==> src/rtl/checkseq_mc.sv <==
// checkseq_mc: multi-channel ADC input-test sequencer (checker reset pulse, timed enable window, error accumulation).
// Optional continuous mode is enabled by defining CHECKSEQ_CONT_EN (adds the cont input).
module checkseq_mc #(
  parameter int NCH    = 16,
  parameter int CNTW   = 32,
  parameter int BASE   = 16,
  parameter int STEP   = 2,
  parameter int ERRW   = 8,
  parameter int RSTLEN = 4,
  localparam int SELW  = (NCH > 1) ? $clog2(NCH) : 1
) (
  input  logic            clk,
  input  logic            reset,
  input  logic            start,
  input  logic            abort,
  input  logic [2:0]      cntmax,
  input  logic [NCH-1:0]  err,
  input  logic [SELW-1:0] err_sel,
`ifdef CHECKSEQ_CONT_EN
  input  logic            cont,
`endif
  output logic            chk_reset,
  output logic            enable,
  output logic            ready,
  output logic            done,
  output logic            aborted,
  output logic [NCH-1:0]  err_any,
  output logic [ERRW-1:0] err_cnt
);

  localparam int RSTW = (RSTLEN > 1) ? $clog2(RSTLEN) : 1;

  typedef enum logic [1:0] {
    ST_IDLE = 2'd0,
    ST_RST  = 2'd1,
    ST_RUN  = 2'd2
  } state_t;

  state_t            state_r, state_s;
  logic              start_d_r;
  logic              trig_s;
  logic              cont_s;
  logic              chk_reset_r, chk_reset_s;
  logic              enable_r, enable_s;
  logic              ready_r, ready_s;
  logic              done_r, done_s;
  logic              aborted_r, aborted_s;
  logic              clr_s;
  logic [2:0]        cntmax_r, cntmax_s;
  logic [CNTW-1:0]   win_cnt_r, win_cnt_s;
  logic [RSTW-1:0]   rst_cnt_r, rst_cnt_s;
  logic [ERRW-1:0]   cnt_r [NCH];
  logic [NCH-1:0]    err_any_r;
  logic [ERRW-1:0]   err_cnt_r;

  // Window length 2**(BASE+STEP*code), saturating to all-ones once the exponent reaches CNTW.
  function automatic logic [CNTW-1:0] win_len_f(input logic [2:0] code);
    int unsigned e;
    logic [CNTW-1:0] n;
    e = BASE + STEP * int'(code);
    if (e >= CNTW) begin
      n = {CNTW{1'b1}};
    end else begin
      n = CNTW'(1) << e;
    end
    return n;
  endfunction

`ifdef CHECKSEQ_CONT_EN
  assign cont_s = cont;
`else
  assign cont_s = 1'b0;
`endif

  assign trig_s = start & ~start_d_r;

  // Next-state and next-output logic of the sequencer.
  always_comb begin
    state_s     = state_r;
    chk_reset_s = chk_reset_r;
    enable_s    = enable_r;
    ready_s     = ready_r;
    done_s      = 1'b0;
    aborted_s   = aborted_r;
    clr_s       = 1'b0;
    cntmax_s    = cntmax_r;
    win_cnt_s   = win_cnt_r;
    rst_cnt_s   = rst_cnt_r;
    case (state_r)
      ST_IDLE: begin
        if (trig_s) begin
          state_s     = ST_RST;
          chk_reset_s = 1'b1;
          enable_s    = 1'b0;
          ready_s     = 1'b0;
          aborted_s   = 1'b0;
          clr_s       = 1'b1;
          cntmax_s    = cntmax;
          rst_cnt_s   = RSTW'(RSTLEN - 1);
        end else begin
          chk_reset_s = 1'b0;
          enable_s    = 1'b0;
          ready_s     = 1'b1;
        end
      end
      ST_RST: begin
        if (abort) begin
          state_s     = ST_IDLE;
          chk_reset_s = 1'b0;
          enable_s    = 1'b0;
          ready_s     = 1'b1;
          aborted_s   = 1'b1;
        end else if (rst_cnt_r == RSTW'(0)) begin
          state_s     = ST_RUN;
          chk_reset_s = 1'b0;
          enable_s    = 1'b1;
          win_cnt_s   = win_len_f(cntmax_r);
        end else begin
          rst_cnt_s   = rst_cnt_r - RSTW'(1);
        end
      end
      ST_RUN: begin
        if (abort) begin
          state_s     = ST_IDLE;
          chk_reset_s = 1'b0;
          enable_s    = 1'b0;
          ready_s     = 1'b1;
          aborted_s   = 1'b1;
        end else if (win_cnt_r == CNTW'(1)) begin
          enable_s = 1'b0;
          done_s   = 1'b1;
          // Continuous mode re-enters the reset pulse without clearing the accumulated results.
          if (cont_s) begin
            state_s     = ST_RST;
            chk_reset_s = 1'b1;
            cntmax_s    = cntmax;
            rst_cnt_s   = RSTW'(RSTLEN - 1);
          end else begin
            state_s     = ST_IDLE;
            ready_s     = 1'b1;
          end
        end else begin
          win_cnt_s = win_cnt_r - CNTW'(1);
        end
      end
      default: begin
        state_s     = ST_IDLE;
        chk_reset_s = 1'b0;
        enable_s    = 1'b0;
        ready_s     = 1'b1;
      end
    endcase
  end

  // Sequencer state and output registers.
  always_ff @(posedge clk or posedge reset) begin
    if (reset) begin
      state_r     <= ST_IDLE;
      start_d_r   <= 1'b0;
      chk_reset_r <= 1'b0;
      enable_r    <= 1'b0;
      ready_r     <= 1'b1;
      done_r      <= 1'b0;
      aborted_r   <= 1'b0;
      cntmax_r    <= 3'd0;
      win_cnt_r   <= {CNTW{1'b0}};
      rst_cnt_r   <= {RSTW{1'b0}};
    end else begin
      state_r     <= state_s;
      start_d_r   <= start;
      chk_reset_r <= chk_reset_s;
      enable_r    <= enable_s;
      ready_r     <= ready_s;
      done_r      <= done_s;
      aborted_r   <= aborted_s;
      cntmax_r    <= cntmax_s;
      win_cnt_r   <= win_cnt_s;
      rst_cnt_r   <= rst_cnt_s;
    end
  end

  // Per-channel saturating error counters and sticky flags, gated by the registered enable.
  always_ff @(posedge clk or posedge reset) begin
    if (reset) begin
      for (int i = 0; i < NCH; i++) begin
        cnt_r[i] <= {ERRW{1'b0}};
      end
      err_any_r <= {NCH{1'b0}};
    end else if (clr_s) begin
      for (int i = 0; i < NCH; i++) begin
        cnt_r[i] <= {ERRW{1'b0}};
      end
      err_any_r <= {NCH{1'b0}};
    end else begin
      for (int i = 0; i < NCH; i++) begin
        if (enable_r && err[i]) begin
          if (cnt_r[i] != {ERRW{1'b1}}) begin
            cnt_r[i] <= cnt_r[i] + ERRW'(1);
          end else begin
            cnt_r[i] <= cnt_r[i];
          end
          err_any_r[i] <= 1'b1;
        end else begin
          cnt_r[i]     <= cnt_r[i];
          err_any_r[i] <= err_any_r[i];
        end
      end
    end
  end

  // Registered readout mux of the selected channel count.
  always_ff @(posedge clk or posedge reset) begin
    if (reset) begin
      err_cnt_r <= {ERRW{1'b0}};
    end else if (int'(err_sel) < NCH) begin
      err_cnt_r <= cnt_r[err_sel];
    end else begin
      err_cnt_r <= {ERRW{1'b0}};
    end
  end

  assign chk_reset = chk_reset_r;
  assign enable    = enable_r;
  assign ready     = ready_r;
  assign done      = done_r;
  assign aborted   = aborted_r;
  assign err_any   = err_any_r;
  assign err_cnt   = err_cnt_r;

endmodule

==> config.mk <==
export PLATFORM = sky130hd
export DESIGN_NAME = checkseq_mc
export DESIGN_NICKNAME = d
export VERILOG_FILES = /design/src/rtl/checkseq_mc.sv
export SDC_FILE = /design/constraint.sdc
export NUM_CORES = 1
export LEC_CHECK = 0
export CORE_MARGIN = 2
export CORE_UTILIZATION = 55
export CTS_BUF_LIST = sky130_fd_sc_hd__clkbuf_4
export DETAILED_ROUTE_END_ITERATION = 10
export PLACE_DENSITY = 0.8
export RECOVER_POWER = 100
export SETUP_SLACK_MARGIN = 0.3
export SYNTH_ARGS = -nofsm -noshare
export SYNTH_HDL_FRONTEND = slang
export SYNTH_SLANG_ARGS = --single-unit
==> constraint.sdc <==
create_clock -name clk -period 8.25 [get_ports clk]
set_clock_uncertainty 0.15 [all_clocks]
set_input_delay 1.65 -clock clk [delete_from_list [all_inputs] [get_ports clk]]
set_output_delay 1.65 -clock clk [all_outputs]
set_load 0.02 [all_outputs]
; ---- Yosys cells after proc, flatten, opt, wreduce, memory -nomap -nowiden
; Index checks and enable logic that the tools add are counted.
[classes]
mux = 90
n_lt_le_gt_ge = 2
add_sub_neg = 19
n_eq_ne = 30
n_reduce_logical = 78
n_bitwise = 3
shift = 1
[op_table]
columns = operator, count
row1 = $mux W8, 34
row2 = $mux W32, 5
row3 = $add A8 B1 Y8 const B, 16
row4 = $mux W128, 1
row5 = $ne A8 B8 Y1 const B, 16
row6 = $reduce_bool A2 Y1, 35
row7 = $pmux W32 S2, 1
row8 = $reduce_and A2 Y1, 20
row9 = $mux W1, 33
row10 = $bmux W8 S4, 1
row11 = $eq A32 B1 Y1 const B, 1
row12 = $shl A1 B6 Y32 const A, 1
row13 = $sub A32 B1 Y32 const B, 1
row14 = $logic_and A1 B1 Y1, 16
row15 = $mux W16, 1
row16 = $mux W2, 8
row17 = $ne A2 B2 Y1 const B, 8
row18 = $add A5 B4 Y6 const A, 1
row19 = $ge A6 B6 Y1 const B, 1
row20 = $ne A3 B3 Y1 const B, 2
row21 = $pmux W1 S3, 2
row22 = $pmux W2 S3, 1
row23 = $reduce_and A3 Y1, 2
row24 = $ge A5 B5 Y1 const B, 1
row25 = 13 further kinds, 15
[totals]
out_inout_bits = 29
word_cells = 266
in_bits = 27
regBits = 197

; ---- Logic depth before layout (Yosys ltp)
[depth]
ltp_word = 6
mapped_depth = 10

; ---- Worst setup path before layout
; No wires, ideal clock.
[synth_timing]
path_kind = in2reg
startpoint = input port err_sel[1]
endpoint = register err_cnt_r[0] (netlist: err_cnt[0])
setup_ps = 138
cell_stages = 5
n_path_buf = 3
t_required_ps = 7962
arrival_time_ps = 3459
setup_slack_ps = 4503
cell_sequence = clkbuf_1 -> buf_1 -> clkbuf_1 -> mux4_2 -> mux4_2
[synth_between]
elab_chain_len = 4
[synth_rtl]
columns = item, line
row1 = from (decl), 18  ; input logic [SELW-1:0] err_sel,
row2 = $not A4 Y5 (not written as such), 216  ; err_cnt_r <= cnt_r[err_sel];
row3 = $bmux W8 S4, 216
row4 = $mux W8 (not written as such) (2 in series), 216
row5 = to (signal assigned), 214  ; err_cnt_r <= {ERRW{1'b0}};
row6 = to (signal assigned), 216
row7 = to (signal assigned), 218  ; err_cnt_r <= {ERRW{1'b0}};
row8 = to (decl), 54  ; logic [ERRW-1:0] err_cnt_r;
; No other way between the ends. The select of a mux whose other input is x is not followed.
; A chain may end at the register's enable or synchronous reset.

; ---- Worst setup path after layout
[layout_timing]
startpoint = input port start
endpoint = register cnt_r[64] (netlist name)
[layout_between]
elab_chain_len = 5
[layout_rtl]
columns = item, line
row1 = from (decl), 14  ; input logic start,
row2 = $and A1 B1 Y1 *, 75  ; assign trig_s = start & ~start_d_r;
row3 = $mux W1 *, 91  ; if (trig_s) begin
row4 = $mux W1 *, 89  ; case (state_r)
row5 = $reduce_bool A2 Y1 (no source line), -
row6 = $reduce_and A2 Y1 (no source line), -
row7 = "to (signal, indexed assignment)", 186  ; cnt_r[i] <= {ERRW{1'b0}};
row8 = "to (signal, indexed assignment)", 191  ; cnt_r[i] <= {ERRW{1'b0}};
row9 = "to (signal, indexed assignment)", 198  ; cnt_r[i] <= cnt_r[i] + ERRW'(1);
row10 = to (decl), 52  ; logic [ERRW-1:0] cnt_r [NCH];
; Every way passes the cells marked *; elsewhere a longest branch is shown, timed or not.

==> results_tabular.tex <==
\begin{tabular}{lr}
\hline
Metric & Value \\
\hline
\multicolumn{2}{l}{\textbf{Outcome}} \\
\quad Status & finished, violations left \\
\quad Violated checks & capacitance limit, slew limit \\
\multicolumn{2}{l}{\textbf{Placed design}} \\
\quad Post-Place Worst Slack & 3958 ps \\
\quad DP Wirelength & $\sim$15,000 um \\
\quad Routability congestion estimate & around 0.83 \\
\quad Buffers added on ports & 55 \\
\multicolumn{2}{l}{\textbf{Floorplanning}} \\
\quad IO Pins & 56 \\
\quad Number of placement rows & a little under 50 \\
\quad Die boundary height & 140.4 um \\
\quad Die Footprint & 19,720 um2 \\
\quad Core ar. & 18,090 um2 \\
\quad Floorplan die width & 140.4 um \\
\quad Starting Density & 56.59\% \\
\multicolumn{2}{l}{\textbf{Worst setup path}} \\
\quad Critical R2R Launch & state\_r[1] \\
\quad Kind of start point of the critical path & input port \\
\quad Largest fanout on the critical path & 101 \\
\quad Worst Setup End Kind & flip-flop \\
\quad Arrival time of the worst setup path & 5080 ps \\
\quad Required time of the critical path & 8510 ps \\
\quad Startpoint of the most critical setup path & start \\
\quad Type of the worst setup path & in2reg \\
\multicolumn{2}{l}{\textbf{Synthesis}} \\
\quad Fraction of the yosys area taken by sequential cells & 48.18\% \\
\quad Most instantiated library cell after synthesis & dfrtp\_1 \\
\quad Top cell type by total area after synthesis & dfrtp\_1 \\
\quad Mean cell area of the mapped netlist & 10.45 um2 \\
\quad Share of the synthesized area in the top cell type & between 40\% and 50\% \\
\quad Synth Cell Area & 10,230 um2 \\
\quad Post-synth net total & between 1,000 and 1,500 \\
\quad Number of enable-type register cells in the synthesized netlist & 0 \\
\quad Most instantiated cells after synthesis & 196 x dfrtp\_1, 159 x nor2\_1, 68 x xor2\_1 \\
\quad Number of synthesized register bits & 197 \\
\quad Ys async rst share & 100.0\% \\
\quad Synth top area cells & dfrtp\_1 48\%, mux4\_2 8.8\%, nor2\_1 5.8\%, xor2\_1 5.8\%, xnor2\_1 2.9\% \\
\quad Number of instances in the synthesized netlist & a little under 1,000 \\
\quad Number of library cell types mapped by synthesis & 52 \\
\quad Ys Warns & 0 \\
\quad Most frequently used flop master after synthesis & dfrtp\_1 \\
\multicolumn{2}{l}{\textbf{Drt}} \\
\quad Number of detailed-route iterations in the first pass & 5 \\
\quad M1 WL & 10,080 um \\
\quad Vias & 7,649 \\
\quad Per-cell routed wire length & about 18 um \\
\quad Amount of wire on met2 after detailed routing & around 11,000 um \\
\quad Detailed-route wire length & 22,360 um \\
\quad \# DRC & 0 \\
\quad Met3 wire len & about 1300 um \\
\quad Via/cell ratio & just over 6 \\
\quad Initial DRC count & 633 \\
\quad Final ANT Viol Nets & 0 \\
\quad Highest routing layer actually used & met4 \\
\multicolumn{2}{l}{\textbf{Clock network}} \\
\quad TritonCTS clock tree & done \\
\quad Number of hold buffers added after cts & 0 \\
\quad CTS Root Buffer Type & clkbuf\_4 \\
\quad Clock latency of the later-clocked register in the worst-skew pair & 600 ps \\
\quad Buffer depth of the longest clock path & 2 \\
\quad Total number of clock tree sinks & around 200 \\
\quad Count of instances resized after the clock tree is built & 0 \\
\quad Post-CTS setup buffer count & 0 \\
\quad Number of buffers inserted during clock tree synthesis & 17 \\
\quad Worst-path clk slew & approximately 150 ps \\
\quad Maximum level of the CTS H-tree & 4 \\
\multicolumn{2}{l}{\textbf{Layout}} \\
\quad Ratio of cells with drive above 1 in the final layout & 8.447\% \\
\quad Fraction of the core area covered by cells at the end of the flow & 61.85\% \\
\quad Count of nets after finishing & 1,066 \\
\quad Fillers & 1,437 \\
\quad Area grow syn2layout & 9.303\% \\
\multicolumn{2}{l}{\textbf{Timing}} \\
\quad Final period utilization & 58.51\% \\
\quad Slew at the pin with the worst max-slew slack & 2383 ps \\
\quad Unrepaired setup endpoints after global routing & false \\
\quad Setup Viol. Count Final & 0 \\
\quad Upper clock frequency limit & 207.2 MHz \\
\quad Hold Vio Cnt, Final & 0 \\
\quad Setup Total Neg Slack & 0 ps \\
\quad Slew headroom & -58.84\% \\
\quad Max-slew violation count & approximately 80 \\
\quad Final hold slack & 360.5 ps \\
\quad Post-route minimum period & 4827 ps \\
\quad Final critical-path setup slack & 3423 ps \\
\multicolumn{2}{l}{\textbf{GRT}} \\
\quad Vias in the first global route & 7,315 \\
\quad Global Route Usage Sum & 23.82\% \\
\quad Pin count of the biggest net entering global routing & 126 \\
\quad Initial antenna violation count & 1 \\
\quad Remaining global-route overflow & 0 \\
\quad Wire length of the first global-routing pass & 37,380 um \\
\multicolumn{2}{l}{\textbf{Min path}} \\
\quad Start point of the worst hold path & err\_any[3] \\
\quad Min-Delay Path Class & reg2reg \\
\multicolumn{2}{l}{\textbf{Pwr}} \\
\quad Leakage power total & approximately 0.0051 uW \\
\quad Peak supply drop & 0.00009763 V \\
\quad Cell Pwr Density & between 150 and 200 nW/um2 \\
\multicolumn{2}{l}{\textbf{Job}} \\
\quad Max-Cap Viols & 2 \\
\hline
\end{tabular}
[placed cells by master (no fill, tap or decap), drive strengths merged, types with 26 or more instances in the layout]
| cell type | instances |
|---|---|
| a21oi | 61 |
| dfrtp | 196 |
| dlygate4sd3 | 32 |
| mux4 | 40 |
| nand2 | 59 |
| nand3 | 26 |
| nand4 | 45 |
| nor2 | 159 |
| o21ai | 48 |
| or3 | 36 |
| xnor2 | 34 |
| xor2 | 68 |
[sequential cells by signal (all words and copies together) (netlist names), 2 cells and up]
register,count
state_r,2
cntmax_r,3
win_cnt_r,32
err_any,16
rst_cnt_r,2
err_cnt,8
cnt_r,128
[logic make-up (layout without fill, tap and decap cells)]
logic type	after synthesis	after routing	synth area share, %
xor+xnor	102	102	8.729
simple gates	388	388	18.18
buf+inv	57	108	2.237
flops	197	197	48.18
fa+ha+maj	22	22	2.689
compound gates	152	152	9.096
mux	61	61	10.89
other cells	0	1	0
[power breakdown]
part           total [uW]  internal (uW)  switching [uW]
Sequential           1140           1050            88.6
Combinational         476            181             295
Clock                 489            151             338
Total                2110           1380             722
[worst paths after layout]
| kind | slack [ps] | depth (start not counted) | to |
|---|---|---|---|
| min reg2reg | 360 | 2 | err_any[3] |
| max | 3420 | 6 | cnt_r[64] |
| min | 360 | 2 | err_any[3] |
| min in group asynchronous | 1550 | 2 | state_r[0] |
| max in group asynchronous | 4980 | 3 | cnt_r[71] |
| max reg2reg | 4370 | 7 | cnt_r[64] |
[per-layer routing]
metal | track usage, % | vias up
met5 | 0 | -
met4 | 7.018 | 0
met3 | 4.239 | 36
met2 | 37.51 | 225
met1 | 34.31 | 3794
li1 | - | 3594
[area by class of cell]
cell class	count	area [um2]	share of cell area, %
clock buffer	17	127.6	1.141
multi-input combinational	725	5066	45.29
antenna	1	2.502	0.02237
clock inverter	15	127.6	1.141
timing repair buffer	61	581.8	5.201
inverter	15	63.81	0.5704
tap	229	286.5	2.561
sequential	197	4931	44.08
[stage by stage]
stage	power [uW]	instance area, um2	std cells
floorplan	1504	10230	979
global placement	1620	10960	1227
finish	2106	11190	1260
global route	2225	11190	1260
CTS	2126	11210	1259
detailed placement	1641	10960	1227
[critical path, stage by stage]
cell and delay, ps:
dlygate4sd3_1 540, nand2b_1 180, nor2_4 140, buf_4 810, clkbuf_1 1530, nor2_1 150
Power figures use the tool's default switching activity.
